File: src/rtl/pulse_int_framer_pkg.sv
// Shared definitions for the pulse integrator output framer.
//
// Contents:
//   HEADER_MAGIC    magic byte carried in the top byte of every header word
//   HDR_*           bit positions of the header word fields
//   state_t         framer FSM state encoding (CSUM is only reachable when
//                   PULSE_INT_FRAMER_CHECKSUM_EN is defined)
//   header_word()   builds the 32-bit header word from a frame count
`timescale 1ns/1ps
package pulse_int_framer_pkg;

    localparam logic [7:0] HEADER_MAGIC  = 8'hA5;
    localparam int         HDR_W         = 32;
    localparam int         HDR_COUNT_LSB = 0;
    localparam int         HDR_COUNT_W   = 16;
    localparam int         HDR_RSVD_LSB  = 16;
    localparam int         HDR_MAGIC_LSB = 24;

    typedef enum logic [1:0] {
        IDLE   = 2'd0,
        HEADER = 2'd1,
        DATA   = 2'd2,
        CSUM   = 2'd3
    } state_t;

    // Header layout: [31:24] magic, [23:16] reserved (zero), [15:0] frame count.
    function automatic logic [HDR_W-1:0] header_word(input logic [HDR_COUNT_W-1:0] count);
        logic [HDR_W-1:0] w;
        w = '0;
        w[HDR_MAGIC_LSB +: 8]           = HEADER_MAGIC;
        w[HDR_COUNT_LSB +: HDR_COUNT_W] = count;
        return w;
    endfunction

endpackage

File: src/rtl/pulse_int_framer_fifo.sv
// Synchronous first-word-fall-through FIFO.
//
// Ports:
//   clk, rst      clock and asynchronous active-high reset (empties the FIFO)
//   push, din     write request and data; ignored while full
//   pop           read request; ignored while empty
//   dout          head of the FIFO, valid whenever empty is low
//   full, empty   occupancy flags
//
// Push and pop in the same cycle (non-full, non-empty) leave occupancy unchanged.
`timescale 1ns/1ps
module pulse_int_framer_fifo #(
    parameter int WIDTH = 32,
    parameter int DEPTH = 16
) (
    input  logic             clk,
    input  logic             rst,
    input  logic             push,
    input  logic [WIDTH-1:0] din,
    input  logic             pop,
    output logic [WIDTH-1:0] dout,
    output logic             full,
    output logic             empty
);

    localparam int AW = $clog2(DEPTH);

    logic [WIDTH-1:0] mem [DEPTH];
    logic [AW-1:0]    wr_ptr;
    logic [AW-1:0]    rd_ptr;
    logic [AW:0]      count;
    logic             do_push;
    logic             do_pop;

    assign full    = (count == (AW+1)'(DEPTH));
    assign empty   = (count == '0);
    assign do_push = push & ~full;
    assign do_pop  = pop & ~empty;
    assign dout    = mem[rd_ptr];

    always_ff @(posedge clk or posedge rst) begin
        if (rst) begin
            wr_ptr <= '0;
            rd_ptr <= '0;
            count  <= '0;
        end else begin
            if (do_push) wr_ptr <= wr_ptr + AW'(1);
            if (do_pop)  rd_ptr <= rd_ptr + AW'(1);
            case ({do_push, do_pop})
                2'b10:   count <= count + (AW+1)'(1);
                2'b01:   count <= count - (AW+1)'(1);
                default: count <= count;
            endcase
        end
    end

    // Storage is not reset; the pointers alone define what is valid.
    always_ff @(posedge clk) begin
        if (do_push) mem[wr_ptr] <= din;
    end

endmodule

File: src/rtl/pulse_int_framer.sv
// Pulse integrator output framer: normalises incoming integrated samples by a
// power-of-two shift, buffers them, and emits AXI-Stream frames of one header
// word followed by len data words (tlast on the final word).
//
// Optional feature macro: PULSE_INT_FRAMER_CHECKSUM_EN appends an XOR trailer
// word (carrying tlast) after the data words of each frame.
//
// Handshake: a word moves on a rising aclk edge where tvalid and tready are
// both high. A source never waits for ready before raising valid, and once
// valid is raised its data/last stay unchanged until the transfer happens.
//
// Ports:
//   aclk, areset     clock, asynchronous active-high reset
//   s_axis_*         sample input (tready = FIFO not full)
//   m_axis_*         framed output stream (registered)
//   win_len          data words per frame, 0 treated as 1; latched per frame
//   scale_shift      logical right shift applied at the accept edge
//   frame_count      frames completed since reset (wraps)
//   overflow         sticky: a sample arrived while the FIFO was full
//   fsm_state        current framer state, for observation
`timescale 1ns/1ps
module pulse_int_framer
    import pulse_int_framer_pkg::*;
#(
    parameter int AXIS_DATA_WIDTH = 32,
    parameter int FIFO_DEPTH      = 16
) (
    input  logic                       aclk,
    input  logic                       areset,
    input  logic [AXIS_DATA_WIDTH-1:0] s_axis_tdata,
    input  logic                       s_axis_tvalid,
    output logic                       s_axis_tready,
    output logic [AXIS_DATA_WIDTH-1:0] m_axis_tdata,
    output logic                       m_axis_tvalid,
    input  logic                       m_axis_tready,
    output logic                       m_axis_tlast,
    input  logic [15:0]                win_len,
    input  logic [4:0]                 scale_shift,
    output logic [15:0]                frame_count,
    output logic                       overflow,
    output state_t                     fsm_state
);

    localparam int W = AXIS_DATA_WIDTH;

    state_t       state, state_d;
    logic         tvalid_q, tvalid_d;
    logic         tlast_q, tlast_d;
    logic [W-1:0] tdata_q, tdata_d;
    logic [15:0]  len_q, len_d;
    logic [15:0]  cnt_q, cnt_d;
    logic [15:0]  fc_q, fc_d;
    logic         overflow_q;
    logic         fifo_full, fifo_empty;
    logic [W-1:0] fifo_dout;
    logic [W-1:0] norm;
    logic         push, pop, load_data, hs, last_word;
`ifdef PULSE_INT_FRAMER_CHECKSUM_EN
    logic [W-1:0] csum_q, csum_d;
`endif

    assign norm      = s_axis_tdata >> scale_shift;
    assign push      = s_axis_tvalid & ~fifo_full;
    assign hs        = tvalid_q & m_axis_tready;
    assign last_word = (cnt_q == len_q - 16'd1);

    pulse_int_framer_fifo #(
        .WIDTH (W),
        .DEPTH (FIFO_DEPTH)
    ) u_fifo (
        .clk   (aclk),
        .rst   (areset),
        .push  (push),
        .din   (norm),
        .pop   (pop),
        .dout  (fifo_dout),
        .full  (fifo_full),
        .empty (fifo_empty)
    );

    // The output register is loaded straight from the FIFO head, so a data
    // word leaves the FIFO when it enters the register rather than when it is
    // accepted downstream. cnt is the index of the data word in the register.
    always_comb begin
        state_d   = state;
        tvalid_d  = tvalid_q;
        tdata_d   = tdata_q;
        tlast_d   = tlast_q;
        len_d     = len_q;
        cnt_d     = cnt_q;
        fc_d      = fc_q;
        load_data = 1'b0;
`ifdef PULSE_INT_FRAMER_CHECKSUM_EN
        csum_d    = csum_q;
`endif
        case (state)
            IDLE: begin
                if (!fifo_empty && !tvalid_q) begin
                    state_d  = HEADER;
                    len_d    = (win_len == 16'd0) ? 16'd1 : win_len;
                    tvalid_d = 1'b1;
                    tdata_d  = W'(header_word(fc_q));
                    tlast_d  = 1'b0;
`ifdef PULSE_INT_FRAMER_CHECKSUM_EN
                    csum_d   = '0;
`endif
                end
            end
            HEADER: begin
                if (hs) begin
                    state_d   = DATA;
                    cnt_d     = '0;
                    tvalid_d  = 1'b0;
                    load_data = !fifo_empty;
                end
            end
            DATA: begin
                if (hs) begin
                    tvalid_d = 1'b0;
                    tlast_d  = 1'b0;
                    if (last_word) begin
`ifdef PULSE_INT_FRAMER_CHECKSUM_EN
                        state_d  = CSUM;
                        tvalid_d = 1'b1;
                        tdata_d  = csum_q;
                        tlast_d  = 1'b1;
`else
                        state_d  = IDLE;
                        fc_d     = fc_q + 16'd1;
`endif
                    end else begin
                        cnt_d     = cnt_q + 16'd1;
                        load_data = !fifo_empty;
                    end
                end else if (!tvalid_q) begin
                    // Stalled on an empty FIFO mid-frame; resume when data arrives.
                    load_data = !fifo_empty;
                end
            end
            CSUM: begin
                if (hs) begin
                    state_d  = IDLE;
                    tvalid_d = 1'b0;
                    tlast_d  = 1'b0;
                    fc_d     = fc_q + 16'd1;
                end
            end
            default: state_d = IDLE;
        endcase

        if (load_data) begin
            tvalid_d = 1'b1;
            tdata_d  = fifo_dout;
`ifdef PULSE_INT_FRAMER_CHECKSUM_EN
            tlast_d  = 1'b0;
            csum_d   = csum_q ^ fifo_dout;
`else
            tlast_d  = (cnt_d == len_q - 16'd1);
`endif
        end
    end

    assign pop = load_data;

    always_ff @(posedge aclk or posedge areset) begin
        if (areset) begin
            state      <= IDLE;
            tvalid_q   <= 1'b0;
            tdata_q    <= '0;
            tlast_q    <= 1'b0;
            len_q      <= 16'd1;
            cnt_q      <= '0;
            fc_q       <= '0;
            overflow_q <= 1'b0;
`ifdef PULSE_INT_FRAMER_CHECKSUM_EN
            csum_q     <= '0;
`endif
        end else begin
            state      <= state_d;
            tvalid_q   <= tvalid_d;
            tdata_q    <= tdata_d;
            tlast_q    <= tlast_d;
            len_q      <= len_d;
            cnt_q      <= cnt_d;
            fc_q       <= fc_d;
            overflow_q <= overflow_q | (s_axis_tvalid & fifo_full);
`ifdef PULSE_INT_FRAMER_CHECKSUM_EN
            csum_q     <= csum_d;
`endif
        end
    end

    assign s_axis_tready = ~fifo_full;
    assign m_axis_tvalid = tvalid_q;
    assign m_axis_tdata  = tdata_q;
    assign m_axis_tlast  = tlast_q;
    assign frame_count   = fc_q;
    assign overflow      = overflow_q;
    assign fsm_state     = state;

endmodule

File: config.mk
export PLATFORM = sky130hd
export DESIGN_NAME = pulse_int_framer
export DESIGN_NICKNAME = d
export VERILOG_FILES = /design/src/rtl/pulse_int_framer_pkg.sv /design/src/rtl/pulse_int_framer_fifo.sv /design/src/rtl/pulse_int_framer.sv
export SDC_FILE = /design/constraint.sdc
export NUM_CORES = 1
export LEC_CHECK = 0
export CAP_MARGIN = 10
export CORE_UTILIZATION = 30
export CTS_CLUSTER_SIZE = 24
export DETAILED_ROUTE_END_ITERATION = 10
export GPL_TIMING_DRIVEN = 0
export PLACE_DENSITY_LB_ADDON = 0.2
export SKIP_LAST_GASP = 1
export SYNTH_ARGS = -nofsm -noshare
export SYNTH_HDL_FRONTEND = slang
export SYNTH_SLANG_ARGS = --single-unit
File: constraint.sdc
create_clock -name aclk -period 7.32 [get_ports aclk]
set_input_delay 1.83 -clock aclk [delete_from_list [all_inputs] [get_ports aclk]]
set_output_delay 1.83 -clock aclk [all_outputs]
set_load 0.01 [all_outputs]
==> out/metrics.yaml <==
clock_network:
  path_clk_slew_ns: 0.06
  htree_levels: 3
  cts_root_buffer: "clkbuf_16"
  cts_tree: "built"
  worstSkewPairLatency_ns: 0.62
  clk_path_buf_depth: 3
  cts_buffers: 70
  cts_hold_buf: 0
  clock_sinks: 610
synth:
  yosysWarnings: 0
  ys.flop_type: "edfxtp_1"
  synth_area_leaders: "edfxtp_1, dfrtp_1, mux4_2, mux2i_1, nand2_1"
  yosysUniqueCellTypes: 82
  syn_area_sq_um: 27300
  yosysSeqAreaShare_pct: 65.3
  syn-num-nets: 1915
  ys_ff_latch: 610
  synth_edf_count: 512
  ys_async_sr_fraction_pct: 16.1
  syn_avg_cell_area_sq_um: 14.8
  yosys.area.top_type: "edfxtp_1"
  netlist.area_leader.share_pct: 56.3
  syn-instance-count: 1843
worst_setup_path:
  worstPathRequired_ns: 7.81
  worstPathMaxFanout: 11
  reg2regPathDepth: 22
  critPathLaunchType: "register"
  crit_type: "reg2reg"
  critPathCaptureType: "register"
  arrival_ns: 7.21
  rrSetupSlack_ns: 0.60
  rr_startpoint: "len_q[0]"
  r2r-end: "u_fifo.count[4]"
final_layout:
  final_common_cell: "edfxtp_1"
  fin_nets: 2144
  final_cells: 3305
  synthToLayoutAreaGrowth_pct: 21.4
  mostFrequentLayoutCells: "edfxtp_1, nand2_1, mux2i_1"
  drive_gt1_share_pct: 16.4
die:
  row_count: 110
  io_pins: 111
  die-height_um: 304
  core_region_area_sq_um: 90000
  die_w_um: 304
  dieArea_sq_um: 92200
  initial_core_util_pct: 30.3
timing:
  drv_slew: 0
  rsz0062_at_grt: "no"
  clock_skew_ns: 0.0303
  setup_tns_ns: 0
  hold_ws_ns: 0.475
  max-slew-margin-rel_pct: 12.5
  worst_pin_slew_ns: 1.31
  fin_crit_sh_pct: 91.7
  fin_crit_ns: 6.72
  setup_viol: 0
  hold_viol: 0
  fmax_mhz: 149
hold_path:
  hold_class: "reg2reg"
  min_delay_path_depth: 1
  min_to: "overflow"
  hp-start: "overflow"
power_and_ir_drop:
  comb_power_share_pct: 34.5
  switching_share_pct: 34.7
  ir_drop_mv: 0.156
  intPower_mw: 8.00
  powerDensity_nw_per_um2: 370
  clkPwrFrac_pct: 28.9
  power_leakage_nw: 11.2
  p_seq_share_pct: 36.6
  finalPower_mw: 12.2
  switching_power_mw: 4.25
detailed_routing:
  wl_mm: 80.6
  drc: 0
  drt_iter0_markers: 1683
  dr.pass1.iters: 5
  via_count: 17296
  via_per_inst: 5.23
  final_antenna_net_count: 0
  avgRoutedWirePerCell_um: 24.4
placement:
  dp.cells: 3168
  dp_hpwl_mm: 56.2
  portBuffers: 108
  gp_congestion: 0.873
grt:
  grtUsageTotal_pct: 17.3
  grt_pass1_wl_mm: 118
  grt_start_max_net_pins: 79
  grt_pass1_vias: 17605
  grt_antenna_before_repair: 3
  grt_overflow: 0
flow_run:
  drv_cap: 0
outcome:
  status: "finished clean"
-- power groups by stage --
stage	combinational (mW)	clock, mW	sequential [mW]
CTS	4.27	3.62	4.49
global route	4.55	3.74	4.53
floorplan	2.55	0	4.53
global placement	4.06	0	4.58
finish	4.22	3.54	4.49
detailed placement	4.26	0	4.56
-- area by class of cell --
type / count / area (sq um)
multi-input combinational: 1082 / 9010
buffer: 121 / 494
fill: 8583 / 56900
sequential: 610 / 17800
antenna: 1 / 2.50
clock buffer: 99 / 1970
tap: 1176 / 1470
timing repair buffer: 157 / 1870
clock inverter: 29 / 354
inverter: 30 / 118
-- repair_timing --
item / CTS / global route
setup endpoints to repair: 0 / 1
buffers inserted: 0 / 0
gates resized for setup: 0 / 1
-- metal layers --
metal,up-vias,part of all wire (%),global-route usage [%]
li1,7701,-,-
met1,8943,45,23.6
met2,534,48,28.7
met3,116,4.6,2.27
met4,2,2.4,5.28
met5,-,0.014,0
-- Yosys cell counts, drive strengths merged, types with 18 or more instances --
cell type	number
nand2	156
mux4	102
edfxtp	512
a21oi	69
nand3	36
mux2i	121
inv	29
dfrtp	97
a221oi	18
o221ai	20
mux2	45
buf	24
o21ai	115
xnor2	34
nor2	81
clkbuf	97
-- how the worst max path moves through the flow --
stage / end / start / slack [ns]
2_1_floorplan: u_fifo.mem[3][0] / s_axis_tvalid / 2.28
3_3_place_gp: u_fifo.mem[2][12] / s_axis_tvalid / -1.66
3_5_place_dp: u_fifo.count[4] / len_q[0] / 0.48
4_1_cts: u_fifo.count[4] / len_q[0] / 0.45
5_1_grt: u_fifo.count[4] / len_q[0] / 0.13
6_report: u_fifo.count[4] / len_q[0] / 0.60
-- flip-flops by register name, summed over array words and instances (netlist names) --
name           count
u_fifo.mem       512
m_axis_tdata      32
cnt_q             16
frame_count       16
len_q             16
u_fifo.count       5
u_fifo.rd_ptr      4
u_fifo.wr_ptr      4
fsm_state          2
m_axis_tlast       1
m_axis_tvalid      1
overflow           1
-- worst max-delay path: stages (launching register included) --
cell and delay (ns):
dfstp_2 0.36, buf_6 0.13, inv_1 0.13, ha_1 0.37, nor3b_1 0.48, a22o_1 0.26, o2111ai_1 0.11, a2111o_1 0.45
nor3_1 0.46, nand2_1 0.41, a41oi_4 0.58, inv_1 0.30, clkbuf_1 0.39, clkbuf_1 0.57, ha_1 0.41, clkbuf_1 0.20
xor2_1 0.19, ha_1 0.22, nand2_1 0.07, nor2_1 0.03, o21ai_0 0.16, a31oi_1 0.12, xor2_1 0.15
-- metrics by stage --
step                      setup WS [ns]  util [%]  cell area, sq um
after global routing              0.131      36.8             33100
after detailed placement          0.480      34.1             30700
after global placement            -1.66      33.2             29800
after CTS                         0.448      36.7             33000
after floorplan                    2.28         -             27300
final                             0.605      36.8             33100
-- cells by family after synthesis --
logic type      after synthesis  synth area share, %
flops                       610                 65.3
simple gates                412                 7.37
compound gates              338                 8.05
mux                         268                 14.7
buf+inv                     151                 2.22
xor+xnor                     49                 1.62
fa+ha+maj                    15                0.688
No activity file was read; power rests on OpenSTA's default activity.
